===== src/rtl/i2c_pkg.sv =====
// Shared encodings for the byte-level I2C master: top states, bit quarters,
// bit counter width and START/STOP quarter counts.
package i2c_pkg;

    typedef enum logic [2:0] {
        ST_IDLE,
        ST_START,
        ST_BIT,
        ST_STOP,
        ST_HOLD
    } state_t;

    typedef enum logic [1:0] {
        Q0,
        Q1,
        Q2,
        Q3
    } qtr_t;

    localparam int BIT_CNT_W = 4;
    localparam logic [BIT_CNT_W-1:0] LAST_DATA_BIT = 4'd7;
    localparam logic [BIT_CNT_W-1:0] LAST_BIT      = 4'd8;

    localparam int   START_QTRS   = 2;
    localparam int   STOP_QTRS    = 3;
    localparam qtr_t START_LAST_Q = qtr_t'(START_QTRS - 1);
    localparam qtr_t STOP_LAST_Q  = qtr_t'(STOP_QTRS - 1);

    // SDA pull-down for one bit slot: data bits carry the write byte, the
    // ninth bit is released for a write and carries the master ACK for a read.
    function automatic logic bit_sda_oe(input logic is_read, input logic ack,
                                        input logic ack_slot, input logic data_msb);
        if (ack_slot)
            return is_read ? ack : 1'b0;
        return is_read ? 1'b0 : ~data_msb;
    endfunction

endpackage


===== src/rtl/i2c_qtr_timer.sv =====
// Quarter-bit prescaler: counts 0..QTR_CYCLES-1 while running, holds while
// frozen, and flags the last cycle of each quarter.
module i2c_qtr_timer #(
    parameter int QTR_CYCLES = 250
) (
    input  logic clk,
    input  logic rst,
    input  logic run,
    input  logic freeze,
    output logic quarter_done
);

    localparam int CW = $clog2(QTR_CYCLES);
    localparam logic [CW-1:0] CNT_MAX = CW'(QTR_CYCLES - 1);

    logic [CW-1:0] count;

    assign quarter_done = run && !freeze && (count == CNT_MAX);

    always_ff @(posedge clk) begin
        if (rst || !run)
            count <= '0;
        else if (!freeze)
            count <= (count == CNT_MAX) ? '0 : count + CW'(1);
    end

endmodule


===== src/rtl/i2c_master_ctrl.sv =====
// Byte-level I2C master sequencer: [START] byte [STOP] commands driven onto
// open-drain SCL/SDA enables with four-quarter bit timing and clock stretching.
module i2c_master_ctrl
    import i2c_pkg::*;
#(
    parameter int QTR_CYCLES = 250
) (
    input  logic       clk,
    input  logic       rst,
    input  logic       cmd_valid,
    output logic       cmd_ready,
    input  logic       cmd_start,
    input  logic       cmd_stop,
    input  logic       cmd_read,
    input  logic [7:0] cmd_wdata,
    input  logic       cmd_ack,
    output logic       rsp_valid,
    output logic [7:0] rsp_rdata,
    output logic       rsp_nack,
    output logic       rsp_err,
    output logic       bus_owned,
    input  logic       scl_in,
    input  logic       sda_in,
    output logic       scl_oe,
    output logic       sda_oe,
    output state_t     dbg_state
);

    // Handshake: a command transfers on every clock edge where cmd_valid and
    // cmd_ready are both high; cmd_ready depends only on state, never on
    // cmd_valid. rsp_valid is a single-cycle pulse with no back-pressure.

    state_t               state;
    qtr_t                 qtr;
    logic [BIT_CNT_W-1:0] bit_cnt;
    logic [7:0]           shreg;
    logic                 c_stop;
    logic                 c_read;
    logic                 c_ack;
    logic                 nack_smp;
    logic                 qtr_done;
    logic                 run;
    logic                 freeze;
    logic                 accept;
    logic                 last_bit;

    assign cmd_ready = (state == ST_IDLE) || (state == ST_HOLD);
    assign accept    = cmd_valid && cmd_ready;
    assign run       = (state != ST_IDLE) && (state != ST_HOLD);
    assign last_bit  = (bit_cnt == LAST_BIT);
    assign dbg_state = state;

    // Only quarters with SCL released can be stretched by a slave.
    assign freeze = !scl_in && ((state == ST_BIT   && qtr == Q2) ||
                                (state == ST_STOP  && qtr == Q1) ||
                                (state == ST_START && qtr == Q0));

    i2c_qtr_timer #(
        .QTR_CYCLES(QTR_CYCLES)
    ) u_timer (
        .clk         (clk),
        .rst         (rst),
        .run         (run),
        .freeze      (freeze),
        .quarter_done(qtr_done)
    );

    always_ff @(posedge clk) begin
        if (rst) begin
            state     <= ST_IDLE;
            qtr       <= Q0;
            bit_cnt   <= '0;
            shreg     <= '0;
            c_stop    <= 1'b0;
            c_read    <= 1'b0;
            c_ack     <= 1'b0;
            nack_smp  <= 1'b0;
            scl_oe    <= 1'b0;
            sda_oe    <= 1'b0;
            bus_owned <= 1'b0;
            rsp_valid <= 1'b0;
            rsp_rdata <= '0;
            rsp_nack  <= 1'b0;
            rsp_err   <= 1'b0;
        end else begin
            rsp_valid <= 1'b0;
            case (state)
                ST_IDLE, ST_HOLD: begin
                    if (accept) begin
                        c_stop  <= cmd_stop;
                        c_read  <= cmd_read;
                        c_ack   <= cmd_ack;
                        shreg   <= cmd_wdata;
                        qtr     <= Q0;
                        bit_cnt <= '0;
                        if (cmd_start) begin
                            state     <= ST_START;
                            scl_oe    <= 1'b0;
                            sda_oe    <= 1'b0;
                            bus_owned <= 1'b1;
                        end else if (state == ST_HOLD) begin
                            state  <= ST_BIT;
                            scl_oe <= 1'b1;
                            sda_oe <= bit_sda_oe(cmd_read, cmd_ack, 1'b0, cmd_wdata[7]);
                        end else begin
                            rsp_valid <= 1'b1;
                            rsp_err   <= 1'b1;
                            rsp_nack  <= 1'b0;
                        end
                    end
                end
                ST_START: begin
                    if (qtr_done) begin
                        if (qtr == START_LAST_Q) begin
                            state  <= ST_BIT;
                            qtr    <= Q0;
                            scl_oe <= 1'b1;
                            sda_oe <= bit_sda_oe(c_read, c_ack, 1'b0, shreg[7]);
                        end else begin
                            qtr    <= Q1;
                            sda_oe <= 1'b1;
                        end
                    end
                end
                ST_BIT: begin
                    if (qtr_done) begin
                        case (qtr)
                            Q0: qtr <= Q1;
                            Q1: begin
                                qtr    <= Q2;
                                scl_oe <= 1'b0;
                            end
                            Q2: begin
                                qtr <= Q3;
                                // Writes shift too, so shreg[7] always holds the next bit to send.
                                if (last_bit)
                                    nack_smp <= sda_in;
                                else
                                    shreg <= {shreg[6:0], sda_in};
                            end
                            default: begin
                                qtr    <= Q0;
                                scl_oe <= 1'b1;
                                if (!last_bit) begin
                                    bit_cnt <= bit_cnt + BIT_CNT_W'(1);
                                    sda_oe  <= bit_sda_oe(c_read, c_ack,
                                                          bit_cnt == LAST_DATA_BIT, shreg[7]);
                                end else if (c_stop) begin
                                    state  <= ST_STOP;
                                    sda_oe <= 1'b1;
                                end else begin
                                    state     <= ST_HOLD;
                                    sda_oe    <= 1'b0;
                                    rsp_valid <= 1'b1;
                                    rsp_err   <= 1'b0;
                                    rsp_nack  <= c_read ? 1'b0 : nack_smp;
                                    if (c_read)
                                        rsp_rdata <= shreg;
                                end
                            end
                        endcase
                    end
                end
                ST_STOP: begin
                    if (qtr_done) begin
                        if (qtr == STOP_LAST_Q) begin
                            state     <= ST_IDLE;
                            qtr       <= Q0;
                            bus_owned <= 1'b0;
                            rsp_valid <= 1'b1;
                            rsp_err   <= 1'b0;
                            rsp_nack  <= c_read ? 1'b0 : nack_smp;
                            if (c_read)
                                rsp_rdata <= shreg;
                        end else if (qtr == Q0) begin
                            qtr    <= Q1;
                            scl_oe <= 1'b0;
                        end else begin
                            qtr    <= Q2;
                            sda_oe <= 1'b0;
                        end
                    end
                end
                default: state <= ST_IDLE;
            endcase
        end
    end

endmodule


===== config.mk =====
export PLATFORM = sky130hd
export DESIGN_NAME = i2c_master_ctrl
export DESIGN_NICKNAME = d
export VERILOG_FILES = /design/src/rtl/i2c_pkg.sv /design/src/rtl/i2c_qtr_timer.sv /design/src/rtl/i2c_master_ctrl.sv
export SDC_FILE = /design/constraint.sdc
export NUM_CORES = 1
export LEC_CHECK = 0
export ABC_AREA = 1
export BUFFER_PORTS_ARGS = -buffer_cell sky130_fd_sc_hd__buf_2
export CAP_MARGIN = 15
export CORE_ASPECT_RATIO = 1.4
export CORE_MARGIN = 5
export CORE_UTILIZATION = 51
export DETAILED_ROUTE_END_ITERATION = 10
export PLACE_DENSITY = 0.75
export REMOVE_ABC_BUFFERS = 1
export SETUP_SLACK_MARGIN = 0.2
export SYNTH_ARGS = -nofsm -noshare
export SYNTH_HDL_FRONTEND = slang
export SYNTH_SLANG_ARGS = --single-unit

===== constraint.sdc =====
create_clock -name clk -period 1.9 [get_ports clk]
set_clock_uncertainty 0.1 [all_clocks]
set_input_delay 0.57 -clock clk [delete_from_list [all_inputs] [get_ports clk]]
set_output_delay 0.57 -clock clk [all_outputs]
set_load 0.02 [all_outputs]

==> out/qor.txt, run 1 <==
Result of the run = complete, but fails checks
Failing checks = negative setup slack
Clock period minus final worst setup slack = 1.94 ns
Final setup margin = -0.0427 ns
Hold path startpoint = scl_oe$_SDFFE_PP0P_
WS Path Type = register to register
Maximum VDD drop = 0.853 mV
Number of cells in the design after placement = 481
Core ar. = 4540 um^2
Total wire length after detailed routing = 7.58 mm
Register-to-register setup slack = -0.04 ns
Slew at the pin closest to its max-slew limit = 0.440 ns
Critical Path Slowest Stage Cell = sky130_fd_sc_hd__dfxtp_4
Hold-critical path endpoint = scl_oe$_SDFFE_PP0P_
Remaining DRCs = 0
Power consumption = 5.29 mW
Standard-cell row count = 29
Element type at the critical path start = register
Top-level I/O count = 35
Number of hold buffers added after cts = 0
Total Nets Final = 475
Top post-synthesis cells by area = sky130_fd_sc_hd__dfxtp_1 (36%), sky130_fd_sc_hd__nand2_1 (16%), sky130_fd_sc_hd__nor2_1 (11%)
Max-slew violations = 0
Setup violators final = 4
Synth cell types = 30
Total number of vias = 2810
Arrival time at the worst endpoint = 2.05 ns
Net Switching = 2.49 mW
Layout fillers = 293
Diodes inserted = 0
Internal power = 2.80 mW
Gr ovfl total = 0
TritonCTS clock tree = built
Register cell area after layout = 881 um^2
Area growth from synthesis to final layout = 48.1%
CP cell instances = inv_4 > ha_4 > nand4_1 > nand3_2 > nand2_4 > nand2_8 > a21boi_4 > nand2_1 > nand2_1 > nand2_1 > nor2_1
Nature of the critical path endpoint = register
Starting DRC count in detailed routing = 291
MaxCap Viol Count = 0
Source-to-sink clock delay at the later pin of the worst-skew pair = 0.29 ns
Cell depth of the worst flop-to-flop path = 11
Initial core utilization = 52.7%
Worst hold slack = 0.374 ns
Required arrival time at the worst endpoint = 2.01 ns
Sw frac = 47.1%
Number of standard cells in the layout, taps in and fillers out = 512
Headroom to the max-slew limit = 70.3%
Wire length of the first global-routing pass = 10.8 mm
Combined area of the multi-input logic cells = 1700 um^2
Register bit count reported by yosys = 43
Tot GR Track Use = 21.9%
CP max stage delay = 0.39 ns
Worst hold-check path type = register to register
Pre-CTS setup slack = -0.0279 ns
Worst-path clk slew = 0.09 ns
Average instance area after synthesis = 6.51 um^2
Die Outline Area = 6170 um^2
Detailed placement HPWL = 4.57 mm
Die X-Extent = 67.9 um
Y dimension of the die = 91.0 um
Cells on Worst Hold Path = 2
Highest fanout seen on the critical path = 8
Most used cell, CP = sky130_fd_sc_hd__nand2_1
RR Startpoint = qtr[0]$_SDFFE_PP0P_
Proportion of netlist area held by the largest area contributor = 36.0%
Top library cells by usage in the layout, fill and taps aside = sky130_fd_sc_hd__nand2_1 (78), sky130_fd_sc_hd__nor2_1 (52), sky130_fd_sc_hd__inv_1 (37)
Core Util, Final = 78.0%
CTS buffer count = 5
Leakage power figure = 1.73 nW
Final number of hold-violating endpoints = 0
Average routed wire per standard cell = 14.8 um
Clk network pwr share = 13.6%
Clock sink count = 43
Timing-limited maximum frequency = 515 MHz
Max H-tree Level = 2
Initial antenna violation count = 0
Post-synthesis instance total = 367
Count of input and output buffers = 34
Fraction of final layout cells with drive strength greater than 1 = 40.4%
Root buffer selected by CTS = sky130_fd_sc_hd__clkbuf_8
Final weighted congestion of routability-driven global placement = 0.940
Maximum number of pins on one net before global-route repair = 25
Reg power frac = 25.8%
Synth warn = 0
Cell area after technology mapping = 2390 um^2
Leading area contributor after synthesis = sky130_fd_sc_hd__dfxtp_1
Most common cell after layout, fill and taps aside = sky130_fd_sc_hd__nand2_1
Buffer levels on the longest clock path = 2
Vias per cell = 5.49
Post-route fraction of the period consumed by the critical path = 102%
DRT antenna net count = 0
RR Endpoint = dbg_state[2]$_SDFFE_PP0P_
Via count of the first global-routing pass = 2523
First-pass detailed-route iteration total = 7
Seq/Total Area, Yosys = 36.0%
Power density over cell area = 1490 nW/um^2
Proportion of power drawn by combinational gates = 60.6%
RSZ-0062 raised after global routing = yes
==> per-stage QoR <==
| stage | setup TNS, ns | cell area [um^2] |
|---|---|---|
| final | -0.0936 | 3540 |
| after global routing | -1.91 | 3540 |
| after CTS | 0 | 3090 |
| after detailed placement | -0.109 | 2800 |
| after global placement | 0 | 2800 |
| after floorplan | 0 | 2360 |
==> synth_stat cells (all sizes together) <==
cell	count
ha	9
nand4	7
and3	1
a32oi	1
o221ai	1
dfxtp	43
inv	45
o21ai	20
nor3	11
nor2	74
xor2	3
buf	3
a22oi	1
a21oi	16
nand2	107
nand3	16
o311ai	1
nor4	1
clkbuf	3
a211oi	2
nor3b	1
a21boi	1
==> critical path: cells and delay by family, from the launching register on <==
kind	cells	cell delay [ns]
compound gates	1	0.28
fa+ha+maj	1	0.16
buf+inv	1	0.05
flops	1	0.39
simple gates	8	0.88
==> final cells by class <==
| type | count | area share [%] |
|---|---|---|
| inverter | 45 | 5.27 |
| sequential | 43 | 24.9 |
| multi-input combinational | 275 | 48.0 |
| clock buffer | 5 | 1.94 |
| timing repair buffer | 79 | 16.5 |
| clock inverter | 3 | 1.24 |
| tap | 62 | 2.19 |
==> how the worst max path moves through the flow <==
| stage | slack [ns] | cells past startpoint | end | startpoint |
|---|---|---|---|---|
| final | -0.04 | 11 | dbg_state[2]$_SDFFE_PP0P_ | qtr[0]$_SDFFE_PP0P_ |
| after global routing | -0.14 | 10 | rsp_nack$_SDFFE_PP0P_ | qtr[0]$_SDFFE_PP0P_ |
| after CTS | 0.13 | 3 | cmd_ready | dbg_state[0]$_SDFFE_PP0P_ |
| after detailed placement | -0.03 | 10 | rsp_rdata[6]$_SDFFE_PP0P_ | qtr[0]$_SDFFE_PP0P_ |
| after global placement | 0.005 | 13 | dbg_state[0]$_SDFFE_PP0P_ | dbg_state[1]$_SDFFE_PP0P_ |
| after floorplan | 0.04 | 8 | rsp_rdata[0]$_SDFFE_PP0P_ | dbg_state[1]$_SDFFE_PP0P_ |
==> power groups by stage <==
| stage | Sequential [mW] | Combinational (mW) | Clock (mW) |
|---|---|---|---|
| 6_report | 1.36 | 3.21 | 0.719 |
| 5_1_grt | 1.39 | 3.44 | 0.774 |
| 4_1_cts | 1.32 | 2.36 | 0.725 |
| 3_5_place_dp | 1.30 | 2.15 | 0 |
| 3_3_place_gp | 1.30 | 2.13 | 0 |
| 2_1_floorplan | 1.38 | 1.32 | 0 |
==> kinds of logic after synthesis <==
| family | Yosys count | share of synthesized area [%] |
|---|---|---|
| AO/OA/AOI/OAI | 43 | 10.4 |
| AND/OR/NAND/NOR | 218 | 39.4 |
| XOR/XNOR | 3 | 1.10 |
| buffers and inverters | 51 | 8.43 |
| adder cells (fa/ha/maj) | 9 | 4.71 |
| flip-flops | 43 | 36.0 |
==> routing by layer <==
layer / vias to the layer above / wire length, um / global-route usage (%)
li1: 1329 / - / -
met3: 40 / 511 / 3.83
met2: 139 / 3830 / 37.6
met4: 0 / 321 / 10.1
met5: - / 0 / 0
met1: 1302 / 2920 / 25.7
==> registers in the layout (all words and copies together) (netlist names) <==
register,flops
rsp_rdata,8
dbg_state,3
rsp_valid,1
sda_oe,1
c_ack,1
c_read,1
qtr,2
rsp_err,1
rsp_nack,1
c_stop,1
shreg,8
u_timer.count,8
bit_cnt,4
bus_owned,1
scl_oe,1
nack_smp,1
==> what timing repair did <==
action                     in CTS  in global routing
resized for setup              42                 90
buffers inserted                7                 14
setup endpoints to repair      37                 42
cloned                          0                  2
pin swaps                       6                 28
Power figures use the tool's default switching activity.
==> run 2, diff against run 1 <==
==> constraint.sdc (replaced) <==
create_clock -name clk -period 1.9 [get_ports clk]
set_clock_uncertainty 0.1 [all_clocks]
set_input_delay 0.57 -clock clk [delete_from_list [all_inputs] [get_ports clk]]
set_output_delay 0.57 -clock clk [all_outputs]
set_load 0.005 [all_outputs]
==> run 2 against run 1 <==
The run still ends with negative setup slack left. Clock-buffer cell count did not move. Via count grew 1.6%. Cell area shrank 0.28%. Die area unchanged. Critical endpoint unchanged.
==> out/qor.txt, run 2 (synthesis gave the netlist of run 1 again) <==
Result of the run = complete, but fails checks
Failing checks = negative setup slack
Final number of hold-violating endpoints = 0 (unchanged)
WS Path Type = register to register
Element type at the critical path start = register
Pre-CTS setup slack = -0.0279 ns (unchanged)
Max H-tree Level = 2 (unchanged)
Top-level I/O count = 35 (unchanged)
Die Outline Area = 6170 um^2 (unchanged)
First-pass detailed-route iteration total = 5 (-2)
Remaining DRCs = 0 (unchanged)
MaxCap Viol Count = 0 (unchanged)
Initial core utilization = 52.7% (unchanged)
Worst-path clk slew = 0.08 ns (about the same)
Final weighted congestion of routability-driven global placement = 0.940 (unchanged)
Slew at the pin closest to its max-slew limit = 0.432 ns (-0.00833 ns)
Maximum VDD drop = 0.853 mV (about the same)
Highest fanout seen on the critical path = 8 (unchanged)
Standard-cell row count = 29 (unchanged)
Cell family contributing the most delay on the critical path = simple AND/OR/NAND/NOR gates
Average routed wire per standard cell = 15.7 um (+5.8%)
Count of input and output buffers = 34 (unchanged)
CP max stage delay = 0.39 ns (about the same)
Number of cells in the design after placement = 481 (unchanged)
Worst hold-check path type = register to register
Core ar. = 4540 um^2 (unchanged)
Setup violators final = 9 (+5)
Arrival time at the worst endpoint = 2.14 ns (+0.09 ns)
Number of standard cells in the layout, taps in and fillers out = 512 (unchanged)
Tot GR Track Use = 21.9% (-0.025 points)
Leakage power figure = 1.73 nW (-0.19%)
Y dimension of the die = 91.0 um (unchanged)
Vias per cell = 5.58 (+1.6%)
Number of hold buffers added after cts = 0 (unchanged)
Sum Neg Setup Slack = -0.385 ns (-0.291 ns)
Required arrival time at the worst endpoint = 2.02 ns (about the same)
Detailed placement HPWL = 4.57 mm (unchanged)
Layout fillers = 293 (unchanged)
Worst hold slack = 0.366 ns (-0.00801 ns)
Max-slew violations = 0 (unchanged)
Root buffer selected by CTS = sky130_fd_sc_hd__clkbuf_8
Most common cell after layout, fill and taps aside = sky130_fd_sc_hd__nand2_1
Combined area of the multi-input logic cells = 1700 um^2 (unchanged)
Critical Path Slowest Stage Cell = sky130_fd_sc_hd__dfxtp_4
Final setup margin = -0.123 ns (-0.0799 ns)
Total number of vias = 2856 (+1.6%)
TritonCTS clock tree = built
Starting DRC count in detailed routing = 249 (-14%)
Wire length of the first global-routing pass = 10.8 mm (-0.13%)
CP cell instances = inv_4 > ha_2 > nand3_1 > nand3_2 > nand2_4 > nand2_8 > a21boi_4 > nand2_1 > nand2_1 > nand2_1 > nor2_1
Total Nets Final = 475 (unchanged)
Top library cells by usage in the layout, fill and taps aside = sky130_fd_sc_hd__nand2_1 (78), sky130_fd_sc_hd__nor2_1 (52), sky130_fd_sc_hd__inv_1 (37)
RSZ-0062 raised after global routing = yes
Fraction of final layout cells with drive strength greater than 1 = 40.2% (-0.22 points)
Buffer levels on the longest clock path = 2 (unchanged)
Die X-Extent = 67.9 um (unchanged)
Gr ovfl total = 0 (unchanged)
Nature of the critical path endpoint = register
Clock period minus final worst setup slack = 2.02 ns (+0.0799 ns)
Headroom to the max-slew limit = 70.8% (+0.56 points)
CTS buffer count = 5 (unchanged)
Most used cell, CP = sky130_fd_sc_hd__nand2_1
Clock sink count = 43 (unchanged)
Register cell area after layout = 880 um^2 (-0.14%)
Diodes inserted = 0 (unchanged)
Largest regs = rsp_rdata: 8 flops, shreg: 8 flops, u_timer.count: 8 flops
Area growth from synthesis to final layout = 47.7%
Power density over cell area = 1470 nW/um^2 (-1.7%)
Timing-limited maximum frequency = 494 MHz (-3.9%)
Total wire length after detailed routing = 8.02 mm (+5.8%)
Source-to-sink clock delay at the later pin of the worst-skew pair = 0.30 ns (about the same)
DRT antenna net count = 0 (unchanged)
Post-route fraction of the period consumed by the critical path = 106% (+4.2 points)
Worst path bufs/invs = 1 (unchanged)
Maximum number of pins on one net before global-route repair = 25 (unchanged)
Via count of the first global-routing pass = 2526 (+0.12%)
Initial antenna violation count = 0 (unchanged)
[run 2: cell count changes in the layout (fill, tap and decap cells not counted)]
cell | previous run | this run
sky130_fd_sc_hd__buf_6 | 9 | 8
sky130_fd_sc_hd__dfxtp_1 | 35 | 36
sky130_fd_sc_hd__buf_4 | 35 | 34
sky130_fd_sc_hd__buf_2 | 32 | 34
sky130_fd_sc_hd__dfxtp_2 | 4 | 3
[run 2: power breakdown]
| group | total, mW | leakage (nW) | internal (mW) | switching [mW] |
|---|---|---|---|---|
| Combinational | 3.11 | 1.31 | 1.24 | 1.86 |
| Clock | 0.717 | 0.0581 | 0.392 | 0.326 |
| Sequential | 1.36 | 0.355 | 1.14 | 0.223 |
| Total | 5.19 | 1.73 | 2.77 | 2.41 |
[run 2: what timing repair did]
item,CTS,global route
setup buffers,7,14
pin swaps,6,28
gates cloned,0,2
resized for setup,41,87
setup endpoints to repair,36,40
[run 2: routing by layer]
layer	global-route usage [%]	share of wire, %
met1	25.7	39
met2	37.6	51
met3	3.83	6.3
met4	10.1	4.2
met5	0	0
[run 2: cell type report]
| type | instances | area share, % |
|---|---|---|
| clock buffer | 5 | 1.95 |
| clock inverter | 3 | 1.24 |
| inverter | 45 | 5.28 |
| multi-input combinational | 275 | 48.1 |
| sequential | 43 | 24.9 |
| tap | 62 | 2.20 |
| timing repair buffer | 79 | 16.3 |
[run 2: per-stage QoR]
stage                     utilization, %  total power [mW]  area (um^2)
after global placement              61.7              3.32         2800
after detailed placement            61.7              3.34         2800
final                               77.8              5.19         3530
after global routing                77.8              5.52         3530
after CTS                           68.0              4.29         3090
after floorplan                        -              2.59         2360
[run 2: tightest hold or removal path, delay by kind of cell (launching register included)]
kind	cells	cell delay [ns]
flip-flops	1	0.31
AND/OR/NAND/NOR	1	0.06
AO/OA/AOI/OAI	1	0.05
[run 2: worst paths after layout]
path / start / endpoint / slack (ns) / cells past startpoint
max: qtr[0]$_SDFFE_PP0P_ / dbg_state[2]$_SDFFE_PP0P_ / -0.12 / 11
min: scl_oe$_SDFFE_PP0P_ / scl_oe$_SDFFE_PP0P_ / 0.37 / 2
max reg2reg: qtr[0]$_SDFFE_PP0P_ / dbg_state[2]$_SDFFE_PP0P_ / -0.12 / 11
min reg2reg: scl_oe$_SDFFE_PP0P_ / scl_oe$_SDFFE_PP0P_ / 0.37 / 2
